===== config.mk =====
export PLATFORM = sky130hd
export DESIGN_NAME = btb_predictor
export DESIGN_NICKNAME = d
export VERILOG_FILES = /design/src/rtl/btb_predictor_pkg.sv /design/src/rtl/btb_predictor_bht.sv /design/src/rtl/btb_predictor.sv
export SDC_FILE = /design/constraint.sdc
export NUM_CORES = 2
export LEC_CHECK = 0
export BUFFER_PORTS_ARGS = -buffer_cell sky130_fd_sc_hd__buf_2
export CAP_MARGIN = 20
export CORE_ASPECT_RATIO = 1.5
export CORE_MARGIN = 2
export CORE_UTILIZATION = 38
export DETAILED_ROUTE_END_ITERATION = 8
export GPL_ROUTABILITY_DRIVEN = 0
export PLACE_DENSITY = 0.52
export SYNTH_ARGS = -nofsm -noshare
export SYNTH_HDL_FRONTEND = slang
export SYNTH_HIERARCHICAL = 1
export SYNTH_SLANG_ARGS = --single-unit

===== constraint.sdc =====
create_clock -name clk -period 9.75 [get_ports clk]
set_input_delay 1.4625 -clock clk [delete_from_list [all_inputs] [get_ports clk]]
set_output_delay 1.4625 -clock clk [all_outputs]
set_load 0.02 [all_outputs]

===== src/rtl/btb_predictor_pkg.sv =====
// rtl/btb_predictor_pkg.sv - shared fetch-predictor types for the BTB and BHT
//
// Purpose: request/response/update/entry types used by btb_predictor and the
//          testbench, plus a small slot-mask helper.
// Ports:   none (package).
package Bundle;

    localparam int BTB_XLEN         = 32;
    localparam int BTB_FETCH_WIDTH  = 4;
    localparam int BTB_BRIDX_BITS   = $clog2(BTB_FETCH_WIDTH);
    localparam int BTB_OPAQUE_BITS  = 10;
    localparam int BTB_HISTORY_BITS = 6;
    localparam int BTB_TAG_BITS     = BTB_XLEN - 2 - BTB_BRIDX_BITS;

    typedef struct packed {
        logic [BTB_XLEN-1:0] addr;
        logic                valid;
    } BTBRequest;

    typedef struct packed {
        logic [BTB_HISTORY_BITS-1:0] history;
        logic [1:0]                  value;
    } BHTResp;

    typedef struct packed {
        logic                       valid;
        logic                       taken;
        logic [BTB_BRIDX_BITS-1:0]  bridx;
        logic [BTB_XLEN-1:0]        target;
        logic [BTB_OPAQUE_BITS-1:0] entry;
        BHTResp                     bht;
        logic [BTB_FETCH_WIDTH-1:0] mask;
    } BTBResponse;

    typedef struct packed {
        logic                        valid;
        logic [BTB_XLEN-1:0]         pc;
        logic [BTB_BRIDX_BITS-1:0]   bridx;
        logic [BTB_XLEN-1:0]         target;
        logic                        taken;
        logic                        is_jump;
        logic [BTB_HISTORY_BITS-1:0] history;
    } BTBUpdate;

    typedef struct packed {
        logic                      valid;
        logic [BTB_TAG_BITS-1:0]   tag;
        logic [BTB_BRIDX_BITS-1:0] bridx;
        logic [BTB_XLEN-1:0]       target;
        logic                      is_jump;
    } BTBEntryState;

    // Contiguous run of set bits covering slots first..last inclusive.
    function automatic logic [BTB_FETCH_WIDTH-1:0] slot_mask(
        input logic [BTB_BRIDX_BITS-1:0] first,
        input logic [BTB_BRIDX_BITS-1:0] last
    );
        logic [BTB_FETCH_WIDTH-1:0] m;
        m = '0;
        for (int i = 0; i < BTB_FETCH_WIDTH; i++) begin
            m[i] = (i >= int'(first)) && (i <= int'(last));
        end
        return m;
    endfunction

endpackage


===== src/rtl/btb_predictor_bht.sv =====
// rtl/btb_predictor_bht.sv - gshare 2-bit counter table with global history
//
// Purpose: holds the saturating counter array and the non-speculative global
//          history; hashes PC bits with history for both read and train.
// Ports:
//   clk_i, reset_i       clock, synchronous active-high reset
//   lookup_pc_idx_i      fetch PC bits [HISTORY_BITS+1:2]
//   lookup_value_o       counter selected by lookup_pc_idx_i ^ ghist
//   lookup_history_o     current ghist
//   train_valid_i        train one counter and shift ghist
//   train_pc_idx_i       resolved PC bits [HISTORY_BITS+1:2]
//   train_taken_i        resolved direction
//   train_history_i      history captured at prediction time
module bht_counters #(
    parameter int HISTORY_BITS = 6,
    parameter int BHT_ENTRIES  = 64
) (
    input  logic                    clk_i,
    input  logic                    reset_i,
    input  logic [HISTORY_BITS-1:0] lookup_pc_idx_i,
    output logic [1:0]              lookup_value_o,
    output logic [HISTORY_BITS-1:0] lookup_history_o,
    input  logic                    train_valid_i,
    input  logic [HISTORY_BITS-1:0] train_pc_idx_i,
    input  logic                    train_taken_i,
    input  logic [HISTORY_BITS-1:0] train_history_i
);

    logic [1:0]              cnt_q [BHT_ENTRIES];
    logic [1:0]              cnt_d [BHT_ENTRIES];
    logic [HISTORY_BITS-1:0] ghist_q, ghist_d;
    logic [HISTORY_BITS-1:0] lookup_idx, train_idx;
    logic [1:0]              train_cnt;

    assign lookup_idx       = lookup_pc_idx_i ^ ghist_q;
    assign lookup_value_o   = cnt_q[lookup_idx];
    assign lookup_history_o = ghist_q;

    // Training uses the history that produced the prediction, not the live one.
    assign train_idx = train_pc_idx_i ^ train_history_i;
    assign train_cnt = cnt_q[train_idx];

    always_comb begin
        cnt_d   = cnt_q;
        ghist_d = ghist_q;
        if (train_valid_i) begin
            if (train_taken_i) begin
                if (train_cnt != 2'b11) cnt_d[train_idx] = train_cnt + 2'd1;
            end else begin
                if (train_cnt != 2'b00) cnt_d[train_idx] = train_cnt - 2'd1;
            end
            ghist_d = {ghist_q[HISTORY_BITS-2:0], train_taken_i};
        end
    end

    always_ff @(posedge clk_i) begin
        if (reset_i) begin
            for (int i = 0; i < BHT_ENTRIES; i++) cnt_q[i] <= 2'b01;
            ghist_q <= '0;
        end else begin
            cnt_q   <= cnt_d;
            ghist_q <= ghist_d;
        end
    end

endmodule


===== src/rtl/btb_predictor.sv =====
// rtl/btb_predictor.sv - fully associative BTB with gshare direction predictor
//
// Purpose: one lookup per cycle with a registered prediction, trained from
//          resolved branches; round-robin allocation, flushable valid bits.
// Ports:
//   clk, reset           clock, synchronous active-high reset
//   req                  fetch PC and lookup strobe
//   resp                 registered prediction for last cycle's req
//   upd_*                resolved-branch training interface
//   flush                invalidate every BTB entry
module btb_predictor
    import Bundle::*;
#(
    parameter int ENTRIES      = 16,
    parameter int FETCH_WIDTH  = 4,
    parameter int OPAQUE_BITS  = 10,
    parameter int HISTORY_BITS = 6,
    parameter int BHT_ENTRIES  = 64
) (
    input  logic                           clk,
    input  logic                           reset,
    input  BTBRequest                      req,
    output BTBResponse                     resp,
    input  logic                           upd_valid,
    input  logic [31:0]                    upd_pc,
    input  logic [$clog2(FETCH_WIDTH)-1:0] upd_bridx,
    input  logic [31:0]                    upd_target,
    input  logic                           upd_taken,
    input  logic                           upd_is_jump,
    input  logic [HISTORY_BITS-1:0]        upd_history,
    input  logic                           flush
);

    localparam int IDX_BITS = $clog2(ENTRIES);
    localparam int OFF_BITS = $clog2(FETCH_WIDTH);

    BTBUpdate     upd;
    BTBEntryState entries_q [ENTRIES];
    BTBEntryState entries_d [ENTRIES];
    logic [IDX_BITS-1:0] ptr_q, ptr_d;
    BTBResponse   resp_q, resp_d;

    assign upd = '{valid: upd_valid, pc: upd_pc, bridx: upd_bridx,
                   target: upd_target, taken: upd_taken,
                   is_jump: upd_is_jump, history: upd_history};

    // Byte-offset bits never affect prediction.
    logic unused_bits;
    assign unused_bits = ^{req.addr[1:0], upd.pc[1:0]};

    // ---------------- lookup ----------------
    logic [BTB_TAG_BITS-1:0] lk_tag;
    logic [OFF_BITS-1:0]     lk_off;
    logic                    lk_hit;
    logic [IDX_BITS-1:0]     lk_idx;
    logic [1:0]              bht_value;
    logic [HISTORY_BITS-1:0] bht_history;

    assign lk_tag = req.addr[31:2+OFF_BITS];
    assign lk_off = req.addr[1+OFF_BITS:2];

    // A branch earlier in the packet than the fetch offset is not reachable.
    always_comb begin
        lk_hit = 1'b0;
        lk_idx = '0;
        for (int i = 0; i < ENTRIES; i++) begin
            if (entries_q[i].valid && entries_q[i].tag == lk_tag &&
                entries_q[i].bridx >= lk_off) begin
                lk_hit = 1'b1;
                lk_idx = IDX_BITS'(i);
            end
        end
    end

    bht_counters #(
        .HISTORY_BITS (HISTORY_BITS),
        .BHT_ENTRIES  (BHT_ENTRIES)
    ) u_bht (
        .clk_i            (clk),
        .reset_i          (reset),
        .lookup_pc_idx_i  (req.addr[HISTORY_BITS+1:2]),
        .lookup_value_o   (bht_value),
        .lookup_history_o (bht_history),
        .train_valid_i    (upd.valid && !upd.is_jump),
        .train_pc_idx_i   (upd.pc[HISTORY_BITS+1:2]),
        .train_taken_i    (upd.taken),
        .train_history_i  (upd.history)
    );

    always_comb begin
        resp_d = '0;
        if (req.valid) begin
            resp_d.valid = 1'b1;
            resp_d.taken = lk_hit && (entries_q[lk_idx].is_jump || bht_value[1]);
            if (lk_hit) begin
                resp_d.bridx  = entries_q[lk_idx].bridx;
                resp_d.target = entries_q[lk_idx].target;
                resp_d.entry  = OPAQUE_BITS'(lk_idx);
            end
            resp_d.bht.history = bht_history;
            resp_d.bht.value   = bht_value;
            resp_d.mask = resp_d.taken ? slot_mask(lk_off, entries_q[lk_idx].bridx)
                                       : slot_mask(lk_off, '1);
        end
    end

    // ---------------- update ----------------
    logic [BTB_TAG_BITS-1:0] up_tag;
    logic                    up_hit;
    logic [IDX_BITS-1:0]     up_idx;

    assign up_tag = upd.pc[31:2+OFF_BITS];

    // Presence is by tag alone, so a tag never occupies two entries.
    always_comb begin
        up_hit = 1'b0;
        up_idx = '0;
        for (int i = 0; i < ENTRIES; i++) begin
            if (entries_q[i].valid && entries_q[i].tag == up_tag) begin
                up_hit = 1'b1;
                up_idx = IDX_BITS'(i);
            end
        end
    end

    // Flush dominates: a coincident write and its pointer advance are dropped.
    always_comb begin
        entries_d = entries_q;
        ptr_d     = ptr_q;
        if (flush) begin
            for (int i = 0; i < ENTRIES; i++) entries_d[i].valid = 1'b0;
        end else if (upd.valid && upd.taken) begin
            if (up_hit) begin
                entries_d[up_idx].bridx   = upd.bridx;
                entries_d[up_idx].target  = upd.target;
                entries_d[up_idx].is_jump = upd.is_jump;
            end else begin
                entries_d[ptr_q] = '{valid: 1'b1, tag: up_tag, bridx: upd.bridx,
                                     target: upd.target, is_jump: upd.is_jump};
                ptr_d = ptr_q + IDX_BITS'(1);
            end
        end
    end

    always_ff @(posedge clk) begin
        if (reset) begin
            for (int i = 0; i < ENTRIES; i++) entries_q[i] <= '0;
            ptr_q  <= '0;
            resp_q <= '0;
        end else begin
            entries_q <= entries_d;
            ptr_q     <= ptr_d;
            resp_q    <= resp_d;
        end
    end

    assign resp = resp_q;

endmodule


* After elaboration in Yosys (flattened, before gate mapping)
Cells that the tools add are included.
Operators by class: magnitude comparators 30, muxes and demuxes 94, equal/unequal tests 34, reduce and logical (&&, ||, !) cells 66, bitwise gates (word level) 11, add/subtract/negate cells 3
Operator list (count):
- 1024-bit bitwise mux | 4
- 64-bit demux with 4-bit select | 4
- 1024-bit two-way mux | 1
- 28-bit equality test | 32
- 128-bit two-way mux | 3
- 64-bit binary-select mux with 4-bit select | 1
- 128-bit bitwise mux | 2
- 4-bit two-way mux | 27
- 35-bit two-way mux | 3
- 64-bit two-way mux | 1
- 58-bit two-way mux | 1
- 1-bit logical AND | 56
- 44-bit two-way mux | 1
- 1-bit two-way mux | 35
- 33-bit two-way mux | 1
- 2-bit >= comparator | 16
- 2-bit binary-select mux with 6-bit select | 2
- 5-bit >= comparator, second input constant | 3
- 4-bit inverter with 5-bit output | 3
- 7-bit >= comparator, second input constant | 2
- 2-bit two-way mux | 7
- 6-bit inverter with 7-bit output | 2
- 2-bit demux with 6-bit select | 1
- 6-bit XOR | 2
- other kinds (19) | 28
Storage, ports and cells: logic and storage cells 393, input port bits 111, register bits after elaboration 1220, output and inout port bits 58

* Longest topological paths before layout
depth in word-level cells 26, gate-level depth with buffers 18, mapped depth without buffers 14

* Cells and area by module
The synthesis kept the hierarchy.
By module, submodules not included:
- btb_predictor | cells an instance 6696, area each 58992.8 um2, seq. area each 21620.7 um2, instances 1
- bht_counters | cells an instance 894, area each 7393.3 um2, seq. area each 2682.6 um2, instances 1

* Least setup slack after synthesis
OpenSTA, ideal clock, no wires.
path kind input port to flip-flop, start point input upd_history[0], end point register with a tool-made name, path buffers 5, data required time 9.676 ns, stages on the path 18, data arrival time 4.482 ns, library setup time 0.074 ns, path slack 5.194 ns, path through xnor2_2 -> buf_4 -> buf_4 -> nand2_1 -> a31oi_1 -> o211ai_1 -> a211oi_2 -> buf_2 -> nand4_1 -> ha_1 -> mux2i_1 -> and2_1 -> clkbuf_1 -> nand4_1 -> clkbuf_1 -> nor2_1 -> nor3_1 -> a31oi_1
RTL lines:
- start, declared | line btb_predictor.sv:30 | input logic [HISTORY_BITS-1:0] upd_history,

* Worst setup path in the final report
start point input upd_pc[7], end point register entries_q[156] in the netlist's numbering
Between the ends: word-level cells in the longest chain between the ends 25, elaborated cells between the ends (all ways) 75, those cells by class order compare (2); eq/ne (16); mux (39); bitwise (1); reduce/logical (17)
Ends and longest elaborated chain:
- start, declared | line btb_predictor.sv:25 | input logic [31:0] upd_pc,
- 28-bit equality test | line btb_predictor.sv:119 | if (entries_q[i].valid && entries_q[i].tag == up_tag) begin
- 1-bit logical AND | line btb_predictor.sv:119
- 1-bit two-way mux | line btb_predictor.sv:119
- 4-bit two-way mux (14 in series) | line btb_predictor.sv:119
- 4-bit inverter with 5-bit output (implied by the code) | line btb_predictor.sv:134, btb_predictor.sv:135, btb_predictor.sv:136
- 5-bit >= comparator (implied by the code) or 5-bit by 1-bit less-than comparator with 1-bit output (tied branches) | line btb_predictor.sv:135 | entries_d[up_idx].target = upd.target;
- 1-bit logical AND (implied by the code) | line btb_predictor.sv:135
- 33-bit two-way mux (implied by the code) | line btb_predictor.sv:135
- 64-bit demux with 4-bit select | line btb_predictor.sv:135
- 1024-bit bitwise mux | line btb_predictor.sv:135
- 1024-bit bitwise mux | line btb_predictor.sv:136 | entries_d[up_idx].is_jump = upd.is_jump;
- 1024-bit two-way mux * | line btb_predictor.sv:133 | if (up_hit) begin
- end signal, assigned | line btb_predictor.sv:151 | entries_q <= entries_d;
- end, declared | line btb_predictor.sv:38 | BTBEntryState entries_q [ENTRIES];
Every way passes the cells marked *; elsewhere a longest branch is shown, timed or not. A chain may end at the register's enable or synchronous reset.

==> flow_metrics.env <==
export IMPL_arrival_ps=7190
export IMPL_holdBufCountCts=0
export IMPL_synth_edf_count=0
export IMPL_hold_violations=0
export IMPL_ctsResizeCount=0
export IMPL_fin_cells=9762
export IMPL_hold_depth=2
export IMPL_synth_seq_cells=1214
export IMPL_critPathRequiredTime_ps=10390
export IMPL_min_to="entries_q[795]$_SDFFE_PP0P_"
export IMPL_pin_count=169
export IMPL_fp_dieH_um=516
export IMPL_syn_avg_cell_area_um2=8.75
export IMPL_met3_usage_pct=4.60
export IMPL_worstHoldStart="entries_q[795]$_SDFFE_PP0P_"
export IMPL_globalRouteMet1Util_pct=31.3
export IMPL_num_vias=56232
export IMPL_syn_to_final_growth_pct=9.13
export IMPL_critPathMaxFanout=35
export IMPL_routed_wl_um=250000
export IMPL_fin_crit_sh_pct=67.2
export IMPL_syn_cell_area_mm2=0.0664
export IMPL_yosys_area_share_adder_pct=0.716
export IMPL_grt_overflow=0
export IMPL_crit_slowest_cell="nand2_2"
export IMPL_drc=0
export IMPL_drt_iter0_markers=4665
export IMPL_rr_endpoint="entries_q[156]$_SDFFE_PP0P_"
export IMPL_tightest_slew_ps=1200
export IMPL_cts_sinks=1214
export IMPL_critPathCaptureType="flop"
export IMPL_clk_pin_slew_ps=60
export IMPL_reg2regPathDepth=13
export IMPL_fin_nets=7532
export IMPL_drv_slew=0
export IMPL_grt_usage_pct=27.2
export IMPL_dieWidth_um=345
export IMPL_r2r_slack_ps=4240
export IMPL_startpoint_type="input pin"
export IMPL_firstDrtPassIters=7
export IMPL_cts_made_buffers=135
export IMPL_yosys_area_share_simple_pct=20.6
export IMPL_grt_use_met2_pct=45.8
export IMPL_cts_tree="done"
export IMPL_synth_cells=7590
export IMPL_period_needed_ps=6550
export IMPL_cap_viol_max_count=0
export IMPL_cts_buffer_depth=3
export IMPL_finalSetupViolCount=0
export IMPL_io_buffers=158
export IMPL_antenna_found_initial=16
export IMPL_async_flop_share_pct=0
export IMPL_synth_top_family_by_area="simple AND/OR/NAND/NOR gates"
export IMPL_power_density_mw_per_mm2=156
export IMPL_cts_setup_buffers=0
export IMPL_crit_chain="buf_2 -> buf_4 -> xnor2_1 -> nand4_1 -> or4_1 -> nor4_1 -> nor2_1 -> o211ai_2 -> nor3_4 -> and2_2 -> nand2_2 -> o31a_2 -> buf_4 -> mux2i_1 -> nor2_1"
export IMPL_yosysSeqAreaShare_pct=36.6
export IMPL_start_util_pct=38.3
export IMPL_wl_per_cell_um=25.6
export IMPL_worst_skew_pair_late_latency_ps=800
export IMPL_relSlewSlack_pct=19.5
export IMPL_yosys_mux_area_fraction_pct=15.6
export IMPL_nFillCells=17360
export IMPL_die_area_mm2=0.178
export IMPL_dp_hpwl_um=163000
export IMPL_synth_ff_type="dfxtp_1"
export IMPL_root_buffer="clkbuf_16"
export IMPL_critPathKind="input pin to flop"
export IMPL_synth_xor_area_share_pct=12.1
export IMPL_std_cell_rows=187
export IMPL_grt_pass1_vias=54625
export IMPL_viasPerCell=5.76
export IMPL_yosys_warnings=6
export IMPL_cts_max_level=4
export IMPL_dp_cells=9514
export IMPL_grt_max_degree=237
export IMPL_grt_pass1_wl_um=364000
export IMPL_grt_busiest_layer="met2"
export IMPL_r2r_start="entries_q[814]$_SDFFE_PP0P_"
export IMPL_drive_gt1_share_pct=9.79
export IMPL_detail_route_antenna_nets=0
export IMPL_critPathMaxStageDelay_ps=870
export IMPL_p_leak_nw=27.9
export IMPL_fmax_ghz=0.153
export IMPL_skew_ps=42.5
export IMPL_whs_ps=476
export IMPL_yosysUniqueCellTypes=92
export IMPL_hp_class="flop to flop"
export IMPL_grt_setup_unrepaired="false"
export IMPL_core_mm2=0.173
export IMPL_outcome="finished clean"
export IMPL_fin_setup_tns_ps=0
export IMPL_ir_worst_vdd_mv=0.178
export IMPL_synth_compound_area_share_pct=8.49
export IMPL_utilization_pct=41.8
[cell usage in the layout, fill, tap and decap left out, types with 242 or more instances in the layout]
cell type | synthesis | layout
a21oi_1 | 487 | 484
dfxtp_1 | 1214 | 1214
mux2i_1 | 855 | 855
nand2_1 | 712 | 709
nand3_1 | 368 | 368
nand4_1 | 282 | 282
nor2_1 | 678 | 678
o21ai_0 | 280 | 280
xnor2_1 | 656 | 653
xor2_1 | 245 | 242
[critical path, delay by kind of cell]
kind	cells	cell delay [ps]
buffers and inverters	3	1480
xor gates and xnor gates	1	180
AOI/OAI and AO/OA	2	510
muxes	1	280
and+or+nand+nor	8	3110
[power breakdown]
part | leakage, nW | switching (mW) | internal (mW)
combinational | 15.9 | 0.784 | 0.289
clock | 2.18 | 2.21 | 3.05
sequential | 9.78 | 0.0134 | 4.98
total | 27.9 | 3.01 | 8.32
[how the worst max path moves through the flow]
stage	start	end	slack [ps]	cells after the start
floorplan	upd_history[0]	flop	5190	18
global placement	upd_pc[7]	entries_q[153]$_SDFFE_PP0P_	2400	15
detailed placement	upd_pc[7]	entries_q[156]$_SDFFE_PP0P_	2350	15
CTS	upd_pc[7]	entries_q[156]$_SDFFE_PP0P_	3190	15
global route	upd_pc[7]	entries_q[156]$_SDFFE_PP0P_	3080	15
finish	upd_pc[7]	entries_q[156]$_SDFFE_PP0P_	3200	15
[area by class of cell]
class / count / area [um2] / share of cell area [%]
diodes: 7 / 17.5 / 0.0242
clock buffers: 199 / 3960 / 5.46
clock inverters: 42 / 512 / 0.706
inverters: 36 / 135 / 0.187
multi-input cells: 5669 / 38400 / 53.1
flip-flops and latches: 1214 / 24300 / 33.5
well taps: 2268 / 2840 / 3.92
repair buffers: 327 / 2240 / 3.09
[synthesized netlist by cell type, drive strengths merged (245+ instances only)]
library cell	count	area, um2
nor2	680	2570
nand3	369	1850
buf	371	2650
dfxtp	1214	24300
a21oi	488	2450
mux2i	855	8560
o21ai	303	1520
nand2	712	2670
clkbuf	305	1140
xnor2	662	5870
nand4	282	1760
xor2	245	2150
[stage by stage]
| step | power (mW) | setup slack (ps) | area, um2 |
|---|---|---|---|
| after detailed placement | 6.15 | 2350 | 68000 |
| after floorplan | 5.78 | 5190 | 66400 |
| final | 11.3 | 3200 | 72400 |
| after global placement | 6.15 | 2400 | 67900 |
| after global routing | 11.7 | 3080 | 72400 |
| after CTS | 11.4 | 3190 | 72400 |
[cell families (layout without fill, tap and decap cells)]
group                      after synthesis  in the layout
muxes                                  968            968
AOI/OAI and AO/OA                      997            997
buffers and inverters                  712            604
and+or+nand+nor                       2753           2753
xor gates and xnor gates               907            907
DFF                                   1214           1214
adders and majority gates               38             38
other                                    1             13
[routing by layer]
metal,share of wire (%),wire length [um],vias to the layer above
met5,0.019,47,-
met4,8.0,19900,6
met3,6.3,15600,847
met2,47,117000,2144
met1,39,97100,27204
li1,-,-,26031
[state kept, by name, indices dropped and copies added (netlist names), named ones only]
register                cells
u_bht/cnt_q                64
u_bht/lookup_history_o      6
resp                       52
entries_q                1024
ptr_q                       4
Power figures use the tool's default switching activity.
